`src/rtl/serial_adder_if.sv`:
```
// Operand and result handshake bundle for the bit-serial adder.
// Both directions use valid/ready handshakes.
interface serial_adder_if #(
  parameter int WIDTH = 8
);
  logic             in_valid;
  logic             in_ready;
  logic [WIDTH-1:0] a;
  logic [WIDTH-1:0] b;
  logic             carry_in;
  logic             res_valid;
  logic             res_ready;
  logic [WIDTH-1:0] r;
  logic             c_out;

  modport master (
    output in_valid, a, b, carry_in, res_ready,
    input  in_ready, res_valid, r, c_out
  );

  modport slave (
    input  in_valid, a, b, carry_in, res_ready,
    output in_ready, res_valid, r, c_out
  );
endinterface

```
`src/rtl/serial_adder.sv`:
```
// Bit-serial WIDTH-bit adder: one full-adder cell plus a carry flop, LSB first.
// The result is held in dedicated registers that change only on the final RUN edge.
module serial_adder #(
  parameter int WIDTH = 8
) (
  input  logic           clk,
  input  logic           rst_n,
  serial_adder_if.slave  bus,
  output logic           busy
);

  localparam int CNT_W = $clog2(WIDTH);
  localparam logic [CNT_W-1:0] LAST = CNT_W'(WIDTH - 1);

  typedef enum logic [1:0] {IDLE, RUN, DONE} state_t;

  state_t           state;
  state_t           state_nx;
  logic [CNT_W-1:0] cnt;
  logic             carry;
  logic [WIDTH-1:0] a_sh;
  logic [WIDTH-1:0] b_sh;
  logic [WIDTH-1:0] sum_sh;
  logic [WIDTH-1:0] r_q;
  logic             c_q;
  logic             in_ready;
  logic             res_valid;
  logic             sum_bit;
  logic             carry_nx;

  function automatic logic fa_sum(input logic x, input logic y, input logic c);
    return x ^ y ^ c;
  endfunction

  function automatic logic fa_carry(input logic x, input logic y, input logic c);
    return (x & y) | (x & c) | (y & c);
  endfunction

  assign sum_bit  = fa_sum(a_sh[0], b_sh[0], carry);
  assign carry_nx = fa_carry(a_sh[0], b_sh[0], carry);

  always_ff @(posedge clk) begin
    if (!rst_n) state <= IDLE;
    else        state <= state_nx;
  end

  always_comb begin
    state_nx  = state;
    in_ready  = 1'b0;
    res_valid = 1'b0;
    busy      = 1'b0;
    case (state)
      IDLE: begin
        in_ready = 1'b1;
        if (bus.in_valid) state_nx = RUN;
      end
      RUN: begin
        busy = 1'b1;
        if (cnt == LAST) state_nx = DONE;
      end
      DONE: begin
        busy      = 1'b1;
        res_valid = 1'b1;
        if (bus.res_ready) state_nx = IDLE;
      end
      default: state_nx = IDLE;
    endcase
  end

  // Bit-serial datapath: one sum bit per RUN edge, result captured on the last one
  always_ff @(posedge clk) begin
    if (!rst_n) begin
      cnt    <= '0;
      carry  <= 1'b0;
      a_sh   <= '0;
      b_sh   <= '0;
      sum_sh <= '0;
      r_q    <= '0;
      c_q    <= 1'b0;
    end else begin
      case (state)
        IDLE: begin
          if (bus.in_valid) begin
            a_sh  <= bus.a;
            b_sh  <= bus.b;
            carry <= bus.carry_in;
            cnt   <= '0;
          end
        end
        RUN: begin
          sum_sh <= {sum_bit, sum_sh[WIDTH-1:1]};
          carry  <= carry_nx;
          a_sh   <= a_sh >> 1;
          b_sh   <= b_sh >> 1;
          if (cnt == LAST) begin
            r_q <= {sum_bit, sum_sh[WIDTH-1:1]};
            c_q <= carry_nx;
          end else begin
            cnt <= cnt + CNT_W'(1);
          end
        end
        default: ;
      endcase
    end
  end

  assign bus.in_ready  = in_ready;
  assign bus.res_valid = res_valid;
  assign bus.r         = r_q;
  assign bus.c_out     = c_q;

endmodule

```
`src/flat_wrapper.sv`:
```
// flat-port wrapper written by rule: the top's interface ports become plain ports
module serial_adder_flat 
#(
  parameter int WIDTH = 8
)
  (clk, rst_n, busy, bus_in_valid, bus_a, bus_b, bus_carry_in, bus_res_ready, bus_in_ready, bus_res_valid, bus_r, bus_c_out);
  serial_adder_if #(.WIDTH(WIDTH)) bus_i ();
  input  logic clk;
  input  logic rst_n;
  output logic busy;
  input wire logic [$bits(bus_i.in_valid)-1:0] bus_in_valid;
  input wire logic [$bits(bus_i.a)-1:0] bus_a;
  input wire logic [$bits(bus_i.b)-1:0] bus_b;
  input wire logic [$bits(bus_i.carry_in)-1:0] bus_carry_in;
  input wire logic [$bits(bus_i.res_ready)-1:0] bus_res_ready;
  output wire logic [$bits(bus_i.in_ready)-1:0] bus_in_ready;
  output wire logic [$bits(bus_i.res_valid)-1:0] bus_res_valid;
  output wire logic [$bits(bus_i.r)-1:0] bus_r;
  output wire logic [$bits(bus_i.c_out)-1:0] bus_c_out;
  assign bus_i.in_valid = bus_in_valid;
  assign bus_i.a = bus_a;
  assign bus_i.b = bus_b;
  assign bus_i.carry_in = bus_carry_in;
  assign bus_i.res_ready = bus_res_ready;
  assign bus_in_ready = bus_i.in_ready;
  assign bus_res_valid = bus_i.res_valid;
  assign bus_r = bus_i.r;
  assign bus_c_out = bus_i.c_out;
  serial_adder #(.WIDTH(WIDTH)) u_core (.clk(clk), .rst_n(rst_n), .bus(bus_i), .busy(busy));
endmodule
```
`config.mk`:
```
export PLATFORM = sky130hd
export DESIGN_NAME = serial_adder_flat
export DESIGN_NICKNAME = d
export VERILOG_FILES = /design/src/rtl/serial_adder_if.sv /design/src/rtl/serial_adder.sv /design/src/flat_wrapper.sv
export SDC_FILE = /design/constraint.sdc
export NUM_CORES = 1
export LEC_CHECK = 0
export CAP_MARGIN = 5
export CELL_PAD_IN_SITES_DETAIL_PLACEMENT = 1
export CELL_PAD_IN_SITES_GLOBAL_PLACEMENT = 2
export CORE_ASPECT_RATIO = 0.8
export CORE_MARGIN = 2
export CORE_UTILIZATION = 30
export CTS_CLUSTER_SIZE = 40
export DETAILED_ROUTE_END_ITERATION = 6
export PLACE_DENSITY_LB_ADDON = 0.15
export SYNTH_ARGS = -nofsm -noshare
export SYNTH_HDL_FRONTEND = slang
export SYNTH_SLANG_ARGS = --single-unit
```
`constraint.sdc`:
```
create_clock -name clk -period 1.9 [get_ports clk]
set_clock_uncertainty 0.1 [all_clocks]
set_input_delay 0.19 -clock clk [delete_from_list [all_inputs] [get_ports clk]]
set_output_delay 0.19 -clock clk [all_outputs]
set_load 0.005 [all_outputs]
```
[Yosys cells after proc, flatten, opt, wreduce, memory -nomap -nowiden]
Cells that the tools add are included.
Word-level totals
  bits in registers: 39
  bits of input ports: 21
  output and inout port bits: 12
  word-level logic and storage cells: 46
Cells by class
  add/subtract/negate cells: 1
  equality and inequality tests: 7
  multiplexer cells: 16
  bitwise gates (word level): 7
  reduce and logical (&&, ||, !) cells: 7
Operators by type and width (number)
  one-hot mux 8 bit (2 select lines): 2
  2-to-1 mux 8 bit: 2
  2-to-1 mux 2 bit: 3
  2-to-1 mux 3 bit: 2
  != test 2 bit (second input constant): 3
  one-hot mux 2 bit (3 select lines): 1
  one-hot mux 3 bit (2 select lines): 1
  AND reduction 3 bit: 2
  2-to-1 mux 1 bit: 4
  AND reduction 2 bit: 2
  adder 3 x 1 -> 3 bit (second input constant): 1
  bitwise AND 1 bit: 3
  == test 3 bit (second input constant): 1
  == test 2 x 1 -> 1 bit (second input constant): 1
  == test 2 bit (second input constant): 1
  logical NOT 2 bit: 1
  != test 2 x 1 -> 1 bit (second input constant): 1
  OR 1 bit: 2
  one-hot mux 1 bit (2 select lines): 1
  nonzero test 2 bit: 1
  OR reduction 2 bit: 1
  XOR 1 bit: 2

[Longest topological paths before layout]
  depth in word-level cells: 4
  mapped depth: 7
  gate-level depth less buffers: 5

[Least setup slack after synthesis]
No wires, ideal clock.
  path kind: register to register
  start point: reg u_core.state[0]
  end point: reg u_core.a_sh[4]
  setup time: 86 ps
  data arrival time: 1370 ps
  data required time: 1714 ps
  setup slack: 345 ps
  cell stages (with the launch flop): 6
  path buffers: 1
  period minus slack after synthesis: 1555 ps
  path through: dfxtp_1 -> inv_1 -> ha_1 -> mux2_4 -> buf_2 -> a211oi_1
On the way
  cells in the longest elaborated chain, start to end: 3
  elaborated cells on any way between the ends: 6
  classes of those cells: eq/ne: 2; mux: 1; reduce/logical: 3
Ends and longest elaborated chain
  start, declared: RTL line serial_adder.sv:17  | state_t state;
  start signal, assigned: RTL line serial_adder.sv:44  | else state <= state_nx;
  == test 2 x 1 -> 1 bit or logical NOT 2 bit (tied branches): RTL line serial_adder.sv:81  | case (state)
  nonzero test 2 bit (no source line) or != test 2 bit (tied branches)
  AND reduction 2 bit (no source line)
  end signal, assigned: RTL line serial_adder.sv:84  | a_sh <= bus.a;
  end signal, assigned: RTL line serial_adder.sv:93  | a_sh <= a_sh >> 1;
  end, declared: RTL line serial_adder.sv:21  | logic [WIDTH-1:0] a_sh;
Parallel ways exist; a longest one is shown, timed or not.
A chain may end at the register's enable or synchronous reset.

[Worst setup path after layout]
  start point: reg u_core.state[1]
  end point: out busy
On the way
  cells in the longest elaborated chain, start to end: 3
  elaborated cells on any way between the ends: 4
  classes of those cells: eq/ne: 2; mux: 1; reduce/logical: 1
Ends and longest elaborated chain
  == test 2 bit or == test 2 x 1 -> 1 bit (tied branches): RTL line serial_adder.sv:52  | case (state)
  OR reduction 2 bit (no source line) (*)
  2-to-1 mux 1 bit (*): RTL line serial_adder.sv:52
  end, declared: RTL line flat_wrapper.sv:10  | output logic busy;
Every way passes the cells marked *; elsewhere a longest branch is shown, timed or not.

==> reports/qor.txt <==
Nets: 242
Clock tree buffer depth: 2
Kind of end point of the critical path: output port
Syn_area_per_cell: 9.425 µm²
Vias in the first global route: 1461
Cell Area, Synth: 1734 µm²
Detailed router's first-iteration violation count: 32
Top cell type's share of synthesized area: 0.4387
Area delta synth->final: 28.72%
Overall Power: 1.976 mW
Synth area leader: dfxtp_1
Antenna viol nets, final: 0
Core Rows: 24
Initial Util: 0.3139
Gp weighted congestion: 0.7542
Req. time, crit path: 1.61 ns
Worst hold path cell count: 2
First-pass GRT wire length: 7.182 mm
Tot GR Track Use: 0.1441
CP Data Arrival Time: 1.54 ns
Fin util: 0.4040
Crit path kind: reg -> out
Startpoint Class: flip-flop
Via count: 1388
R2R cell count: 5
Yosys reg bits: 38
Final worst setup slack: 0.06513 ns
Fin crit period: 1.835 ns
GRT overflow: 0
Largest net degree at the start of global routing: 37
RSZ-0062 raised after global routing: no
WL/cell: 13.99 µm
Dominant synthesized flop cell: dfxtp_1
Placed cell area: 2092 µm²
Clock sinks: 38
Setup WS pre-CTS: 0.1625 ns
Cts repair resizes: 1
Max Cap Violations: 0
Antenna diodes: 0
CTS Root Cell: clkbuf_8
Slew margin rel.: 0.7306
Chip width: 89.01 µm
Post-CTS setup buffers: 0
Filler instances: 644
EDFF count, synth: 0
CTS tree: yes
Final period util: 0.9657
DRC viols: 0
Tightest Pin Transition: 0.4041 ns
Leakage: 0.7918 nW
Share of cells above drive strength 1: 0.07870
Initial antenna violation count: 0
CTS Hold Buffers Added: 0
Status: finished clean
Worst min-delay path category: reg -> reg
Pwr dens: 885.4 nW/µm²
First-pass DRT Iterations: 4
Distinct cell type count after synthesis: 29
Full die area: 6408 µm²
Crit-path max FO: 3
Post-Synthesis Net Count: 211
Most frequent cells in the layout: dfxtp_1, clkdlybuf4s50_1, nor2_1, mux2i_1, nand2_1
Worst-Skew Late Latency: 0.29 ns
Final Setup Violations: 0
IO Pins: 33
Register area share after synthesis: 0.4387
Top post-synthesis cells by area: dfxtp_1, mux2i_1, a211oi_1
Reg clk slew, reported paths: 0.08 ns
DR vias/cell: 4.721
DP HPWL: 2.810 mm
Max Transition Viols Final: 0
Setup TNS: 0 ns
Syn Inst Count: 184
Post-synth ARST share: 0
Maximum clock rate: 545.0 MHz
# port buffers: 32
Post-route cell area: 2232 µm²
Core ar.: 5525 µm²
Max VDD drop: 0.3792 mV
Final hold violation count: 0
TritonCTS Buffers: 5
Yosys Warn Count: 0
Most common cell after layout, fill and taps aside: dfxtp_1
H-tree depth: 2
DRT Wirelength: 4.113 mm
Die height: 72 µm
## synth_stat cells, types with 2 or more instances
library cell and instances:
mux2i_1 24, nand2_1 21, and2_1 2, dfxtp_1 38
buf_2 2, buf_6 6, nor2_1 26, a21boi_0 2
a211oi_1 14, nor2b_1 2, o31a_1 2, inv_1 4
a21oi_1 13, clkbuf_1 4, ha_1 5, nand3b_1 2
nand2b_1 5
## sequential cells by signal, summed over array words and instances (netlist names)
register,flops
u_core.sum_sh,7
u_core.a_sh,8
u_core.b_sh,8
u_core.bus.r,8
u_core.state,2
u_core.carry,1
u_core.bus.c_out,1
u_core.cnt,3
## critical path: stages (launching register included)
cell	delay (ns)
dfxtp_1	0.36
inv_1	0.08
ha_2	0.32
clkdlybuf4s50_1	0.49
## report_power, final
part | total, mW | internal [mW] | switching [mW]
combinational | 0.271 | 0.135 | 0.135
sequential | 0.865 | 0.840 | 0.0248
clock | 0.841 | 0.526 | 0.314
## final timing paths
check | startpoint | slack [ns] | endpoint
worst min register to register | u_core.bus.r[0]$_SDFFE_PN0P_ | 0.36 | u_core.bus.r[0]$_SDFFE_PN0P_
worst max-delay path | u_core.state[1]$_SDFFE_PN0P_ | 0.07 | busy
worst max register to register | u_core.state[1]$_SDFFE_PN0P_ | 0.21 | u_core.b_sh[7]$_SDFFE_PN0P_
worst min-delay path | u_core.bus.r[0]$_SDFFE_PN0P_ | 0.36 | u_core.bus.r[0]$_SDFFE_PN0P_
## metrics by stage
stage	hold slack, ns	std cells
2_1_floorplan	0.2179	184
3_3_place_gp	0.3451	286
3_5_place_dp	0.3481	286
4_1_cts	0.3577	294
5_1_grt	0.3864	294
6_report	0.3558	294
## layer usage
metal	GRT usage	vias up	share of wire
met5	0	-	0
li1	-	700	-
met2	0.2322	20	0.46
met4	0.03980	0	0.011
met3	0.03413	6	0.031
met1	0.1942	662	0.50
## logic make-up after synthesis
logic type / count (synthesis) / share of synthesized area
adder cells (fa/ha/maj): 6 / 0.04762
AND/OR/NAND/NOR: 62 / 0.1587
multiplexers: 25 / 0.1472
flip-flops: 38 / 0.4387
buffers and inverters: 17 / 0.06420
AO/OA/AOI/OAI: 36 / 0.1436
## final cells by class
class	instances	area, µm²	area share
sequential	38	760.7	0.3408
multi-input combinational	129	867.1	0.3885
clock inverter	3	68.82	0.03083
clock buffer	5	68.82	0.03083
timing repair buffer	36	350.3	0.1570
tap	78	97.59	0.04372
inverter	5	18.77	0.008408
Note: power is estimated with default switching activity, not from simulation.
